[config.mk]
export PLATFORM = sky130hd
export DESIGN_NAME = argmax_classifier
export DESIGN_NICKNAME = d
export VERILOG_FILES = /design/src/rtl/cnn_pkg.sv /design/src/rtl/argmax_cmp.sv /design/src/rtl/argmax_classifier.sv
export SDC_FILE = /design/constraint.sdc
export NUM_CORES = 1
export LEC_CHECK = 0
export ABC_AREA = 0
export CORE_MARGIN = 5
export CORE_UTILIZATION = 57
export CTS_BUF_LIST = sky130_fd_sc_hd__clkbuf_8
export DETAILED_ROUTE_END_ITERATION = 7
export GPL_ROUTABILITY_DRIVEN = 0
export GPL_TIMING_DRIVEN = 0
export PLACE_DENSITY_LB_ADDON = 0.08
export REMOVE_ABC_BUFFERS = 1
export SYNTH_ARGS = -nofsm -noshare
export SYNTH_HDL_FRONTEND = slang
export SYNTH_HIERARCHICAL = 1
export SYNTH_SLANG_ARGS = --single-unit
[constraint.sdc]
create_clock -name clk -period 8.7 [get_ports clk]
set_input_delay 1.74 -clock clk [delete_from_list [all_inputs] [get_ports clk]]
set_output_delay 1.74 -clock clk [all_outputs]
set_load 0.02 [all_outputs]
[src/rtl/cnn_pkg.sv]
// Shared types and helpers for the CNN post-processing blocks.
// Holds the argmax FSM state encoding and the class-index width function.
package cnn_pkg;

  typedef enum logic [1:0] {
    S_IDLE = 2'd0,
    S_SCAN = 2'd1,
    S_DONE = 2'd2
  } state_t;

  // Class index width: ceil(log2(n)), never less than one bit.
  function automatic int unsigned cls_width(input int unsigned n);
    int unsigned w;
    w = 1;
    while ((32'd1 << w) < n) w++;
    return w;
  endfunction

endpackage

[src/rtl/argmax_cmp.sv]
// Single greater-than comparator shared by the argmax scan.
// SIGNED selects two's complement or unsigned ordering.
module argmax_cmp #(
  parameter int unsigned DATA_BITS = 8,
  parameter bit          SIGNED    = 1'b1
) (
  input  logic [DATA_BITS-1:0] a_i,
  input  logic [DATA_BITS-1:0] b_i,
  output logic                 gt_o
);

  always_comb begin
    if (SIGNED) gt_o = $signed(a_i) > $signed(b_i);
    else        gt_o = a_i > b_i;
  end

endmodule

[src/rtl/argmax_classifier.sv]
// Sequential argmax over N_CLASS scores: one comparison per cycle against the
// captured score vector, then a one-cycle result pulse with LED/counter update.
module argmax_classifier
  import cnn_pkg::*;
#(
  parameter  int unsigned N_CLASS   = 7,
  parameter  int unsigned DATA_BITS = 8,
  parameter  bit          SIGNED    = 1'b1,
  parameter  bit          STICKY    = 1'b1,
  localparam int unsigned CLS_W     = cls_width(N_CLASS)
) (
  input  logic                           clk,
  input  logic                           reset,
  input  logic                           valid_i,
  input  logic [N_CLASS*DATA_BITS-1:0]   data_i,
  input  logic                           clear_i,
  output logic                           ready_o,
  output logic                           valid_o,
  output logic [CLS_W-1:0]               class_o,
  output logic [DATA_BITS-1:0]           max_o,
  output logic [N_CLASS-1:0]             onehot_o,
  output logic [N_CLASS:0]               led_o,
  output logic [15:0]                    result_cnt_o
);

  localparam logic [CLS_W-1:0] LAST = CLS_W'(N_CLASS - 1);

  state_t                                state_q;
  logic [N_CLASS-1:0][DATA_BITS-1:0]     scores_q;
  logic [DATA_BITS-1:0]                  best_q, best_d;
  logic [CLS_W-1:0]                      idx_q, idx_d;
  logic [CLS_W-1:0]                      i_q;
  logic                                  valid_q;
  logic [CLS_W-1:0]                      class_q;
  logic [DATA_BITS-1:0]                  max_q;
  logic [N_CLASS-1:0]                    onehot_q, onehot_d;
  logic [N_CLASS:0]                      led_q, led_d, led_keep;
  logic [N_CLASS-1:0]                    led_cls;
  logic [15:0]                           cnt_q;
  logic                                  gt;

  argmax_cmp #(
    .DATA_BITS(DATA_BITS),
    .SIGNED   (SIGNED)
  ) u_cmp (
    .a_i (scores_q[i_q]),
    .b_i (best_q),
    .gt_o(gt)
  );

  // Strictly-greater update keeps the lowest index on ties.
  always_comb begin
    best_d = gt ? scores_q[i_q] : best_q;
    idx_d  = gt ? i_q : idx_q;
  end

  // Class LEDs are bit-reversed relative to the one-hot result.
  always_comb begin
    onehot_d        = '0;
    onehot_d[idx_q] = 1'b1;
    led_cls         = '0;
    for (int unsigned k = 0; k < N_CLASS; k++) led_cls[N_CLASS-1-k] = onehot_d[k];
  end

  // A coincident clear wipes the history first, so only the new result shows.
  always_comb begin
    led_keep = clear_i ? '0 : led_q;
    if (state_q == S_DONE)
      led_d = {1'b1, (STICKY ? led_keep[N_CLASS-1:0] : '0) | led_cls};
    else
      led_d = led_keep;
  end

  always_ff @(posedge clk) begin
    if (reset) begin
      state_q  <= S_IDLE;
      scores_q <= '0;
      best_q   <= '0;
      idx_q    <= '0;
      i_q      <= '0;
      valid_q  <= 1'b0;
      class_q  <= '0;
      max_q    <= '0;
      onehot_q <= '0;
      led_q    <= '0;
      cnt_q    <= '0;
    end else begin
      valid_q <= 1'b0;
      led_q   <= led_d;
      unique case (state_q)
        S_IDLE: begin
          if (valid_i) begin
            scores_q <= data_i;
            best_q   <= data_i[DATA_BITS-1:0];
            idx_q    <= '0;
            i_q      <= CLS_W'(1);
            state_q  <= (N_CLASS == 1) ? S_DONE : S_SCAN;
          end
        end
        S_SCAN: begin
          best_q <= best_d;
          idx_q  <= idx_d;
          i_q    <= i_q + 1'b1;
          if (i_q == LAST) state_q <= S_DONE;
        end
        S_DONE: begin
          valid_q  <= 1'b1;
          class_q  <= idx_q;
          max_q    <= best_q;
          onehot_q <= onehot_d;
          if (cnt_q != '1) cnt_q <= cnt_q + 16'd1;
          state_q  <= S_IDLE;
        end
        default: state_q <= S_IDLE;
      endcase
    end
  end

  assign ready_o      = (state_q == S_IDLE);
  assign valid_o      = valid_q;
  assign class_o      = class_q;
  assign max_o        = max_q;
  assign onehot_o     = onehot_q;
  assign led_o        = led_q;
  assign result_cnt_o = cnt_q;

endmodule

==> flow_metrics.py <==
metrics = {
    "synthesis": {
        "synth_compound_area_share_pct": 18.87,
        "synth-seq-area-share_pct": 46.05,
        "synth-simple-area-share_pct": 21.70,
        "synthDistinctLibCells": 52,
        "synth_edf_count": 0,
        "synth_ff_type": "dfxtp_1",
        "synth_fa_ha_area_share_pct": 2.753,
        "yosysWarnings": 6,
        "avgSynthCellArea_um2": 8.117,
        "async_reset_ff_share_pct": 0,
        "synth-xor-area-share_pct": 0.3504,
        "synth_top_family_by_area": "simple AND/OR/NAND/NOR gates",
        "ys_ff_latch": 115,
        "syn_area_um2": 5000,
        "synth_mux_area_share_pct": 5.030,
        "synth_cells": 616,
    },
    "timing": {
        "finalClockSkew_ns": 0.01440,
        "tightest_slew_ns": 0.9763,
        "finalCritPeriodShare_pct": 47.54,
        "fmax_mhz": 241.8,
        "finalSetupViolCount": 0,
        "slew_headroom_pct": 34.52,
        "worst_slack_ns": 4.564,
        "rsz0062_at_grt": "false",
        "period_needed_ns": 4.136,
        "drv_slew": 0,
        "finalHoldViolations": 0,
        "fin_tns_setup_ns": 0,
    },
    "drt": {
        "drcViolationCount": 0,
        "first_iter_violations": 161,
        "drt_first_pass_iters": 5,
        "vias": 4581,
        "via_per_inst": 5.553,
        "wirelength_um": 11840,
        "post_drt_wl_per_cell_um": 14.35,
        "ant_nets": 0,
    },
    "min_path": {
        "hp-class": "reg -> reg",
        "hold_depth": 2,
    },
    "worst_setup_path": {
        "critPathLaunchType": "flop",
        "worstSetupEndpointType": "flop",
        "worstPathArrival_ns": 4.50,
        "critPathKind": "reg -> reg",
        "critical_path_required_ns": 9.06,
        "r2r_cells": 12,
        "cp_max_fo": 18,
    },
    "clock_network": {
        "insertion_delay_ns": 0.43,
        "cts_tree": "built",
        "root_buffer": "clkbuf_8",
        "cts_buffer_depth": 2,
        "hold_buffers": 0,
        "cts.sinks": 115,
        "cts_made_buffers": 17,
        "h-tree-depth": 4,
        "post_cts_buffers": 0,
        "cts_resized": 0,
        "clkTransAtPathRegs_ns": 0.07,
    },
    "floorplanning": {
        "initial_utilization_pct": 57.90,
        "num_rows": 34,
        "fp.dieW_um": 103.7,
        "dieArea_um2": 10740,
        "fp.dieH_um": 103.7,
        "core_area_um2": 8636,
        "ios": 104,
    },
    "placement": {
        "dp_hpwl_um": 8103,
        "place_ws_ns": 4.633,
        "port_buffers": 103,
    },
    "final_layout": {
        "diodes": 0,
        "nets": 775,
        "layout_commonest_cell": "nand2_1",
        "layout_common_cells": "nand2_1 (157), dfxtp_1 (114), clkdlybuf4s50_1 (102)",
        "syn2layout_area_growth_pct": 30.63,
        "layout-drive-gt1-share_pct": 6.416,
    },
    "flow_run": {
        "cap_violations": 0,
    },
    "pwr": {
        "power_density_nw_per_um2": 193.3,
        "p_leak_nw": 2.382,
        "peakVddDrop_mv": 0.1239,
    },
    "global_route": {
        "antenna_found_initial": 0,
        "grt_pass1_wl_um": 19640,
        "grt_max_degree": 74,
        "grt_pass1_vias": 4379,
        "gr-usage-all-layers_pct": 21.35,
        "overflow": 0,
    },
    "status": {
        "status": "finished, final reports clean",
    },
}
synthesized netlist by cell type (all sizes together), types with 2 or more instances:
library cell | count | area share, %
nand3b | 3 | 0.45
and2 | 2 | 0.25
inv | 27 | 2.0
nand2 | 157 | 12
a221oi | 2 | 0.35
nand2b | 12 | 1.5
o221ai | 6 | 1.1
a22oi | 13 | 2.0
or4 | 3 | 0.53
a21oi | 98 | 9.8
o31ai | 2 | 0.30
or3 | 8 | 1.0
nand4 | 6 | 0.88
and3 | 3 | 0.38
nand3 | 13 | 1.3
a31oi | 2 | 0.25
dfxtp | 115 | 46
mux2i | 24 | 4.8
nor2 | 16 | 1.2
clkbuf | 24 | 1.8
o211a | 2 | 0.40
nor2b | 6 | 0.75
a211oi | 3 | 0.55
nor3 | 5 | 0.50
a32oi | 3 | 0.53
ha | 11 | 2.8
buf | 14 | 1.4
o21bai | 2 | 0.30
o21ai | 18 | 1.8
power breakdown:
part	internal [mW]	total, mW	switching [mW]
Combinational	0.0712	0.148	0.0771
Sequential	0.549	0.569	0.0205
Clock	0.327	0.545	0.218
critical path, stage by stage (launching register included):
cell	delay [ns]
dfxtp_1	0.89
nor2b_1	0.66
a22oi_1	0.15
nand2_1	0.12
inv_1	0.05
ha_1	0.32
a21oi_1	0.15
o21ai_1	0.08
a41oi_1	0.20
a31oi_1	0.25
a211oi_1	0.85
a22o_1	0.26
a41o_1	0.08
stage by stage:
stage                     power, mW  utilization (%)  cell area [um2]  instances  hold slack (ns)
after detailed placement     0.7273            70.49             6087        793           0.4448
after global placement       0.7190            69.53             6005        789           0.4393
after CTS                     1.268            75.63             6531        825           0.4553
final                         1.262            75.63             6531        825           0.4535
after global routing          1.313            75.63             6531        825           0.4743
after floorplan              0.6601                -             4838        578           0.4296
final cells by class:
type	instances	area (um2)
Clock buffer	19	261.5
Clock inverter	13	182.7
Fill cell	654	2105
Inverter	27	101.3
Multi-Input combinational cell	436	2441
Sequential cell	115	2303
Tap cell	108	135.1
Timing Repair Buffer	107	1106
flip-flops by register name, indices dropped and copies added (netlist names):
name,flops
best_q,8
class_o,3
i_q,3
idx_q,3
led_o,8
max_o,8
onehot_o,7
result_cnt_o,16
scores_q,56
state_q,2
valid_o,1
logic make-up (layout without fill, tap and decap cells):
family	after synthesis	count (layout)
DFF	115	115
AOI/OAI and AO/OA	159	159
buffers and inverters	65	166
xor gates and xnor gates	2	2
and+or+nand+nor	239	239
muxes	25	25
adders and majority gates	11	11
path summary, 6_finish.rpt:
kind | start | to | slack (ns)
setup / recovery | i_q[0] | best_q[0] | 4.56
hold / removal | onehot_o[5] | onehot_o[5] | 0.45
setup reg to reg | i_q[0] | best_q[0] | 4.56
hold reg to reg | onehot_o[5] | onehot_o[5] | 0.45
metal layers:
metal | track usage, % | vias to the layer above | routed length (um)
li1 | - | 2302 | -
met1 | 25.38 | 2140 | 5044
met2 | 37.30 | 131 | 5985
met5 | 0 | - | 0
met3 | 5.659 | 8 | 740
met4 | 6.938 | 0 | 70
Power figures use the tool's default switching activity.
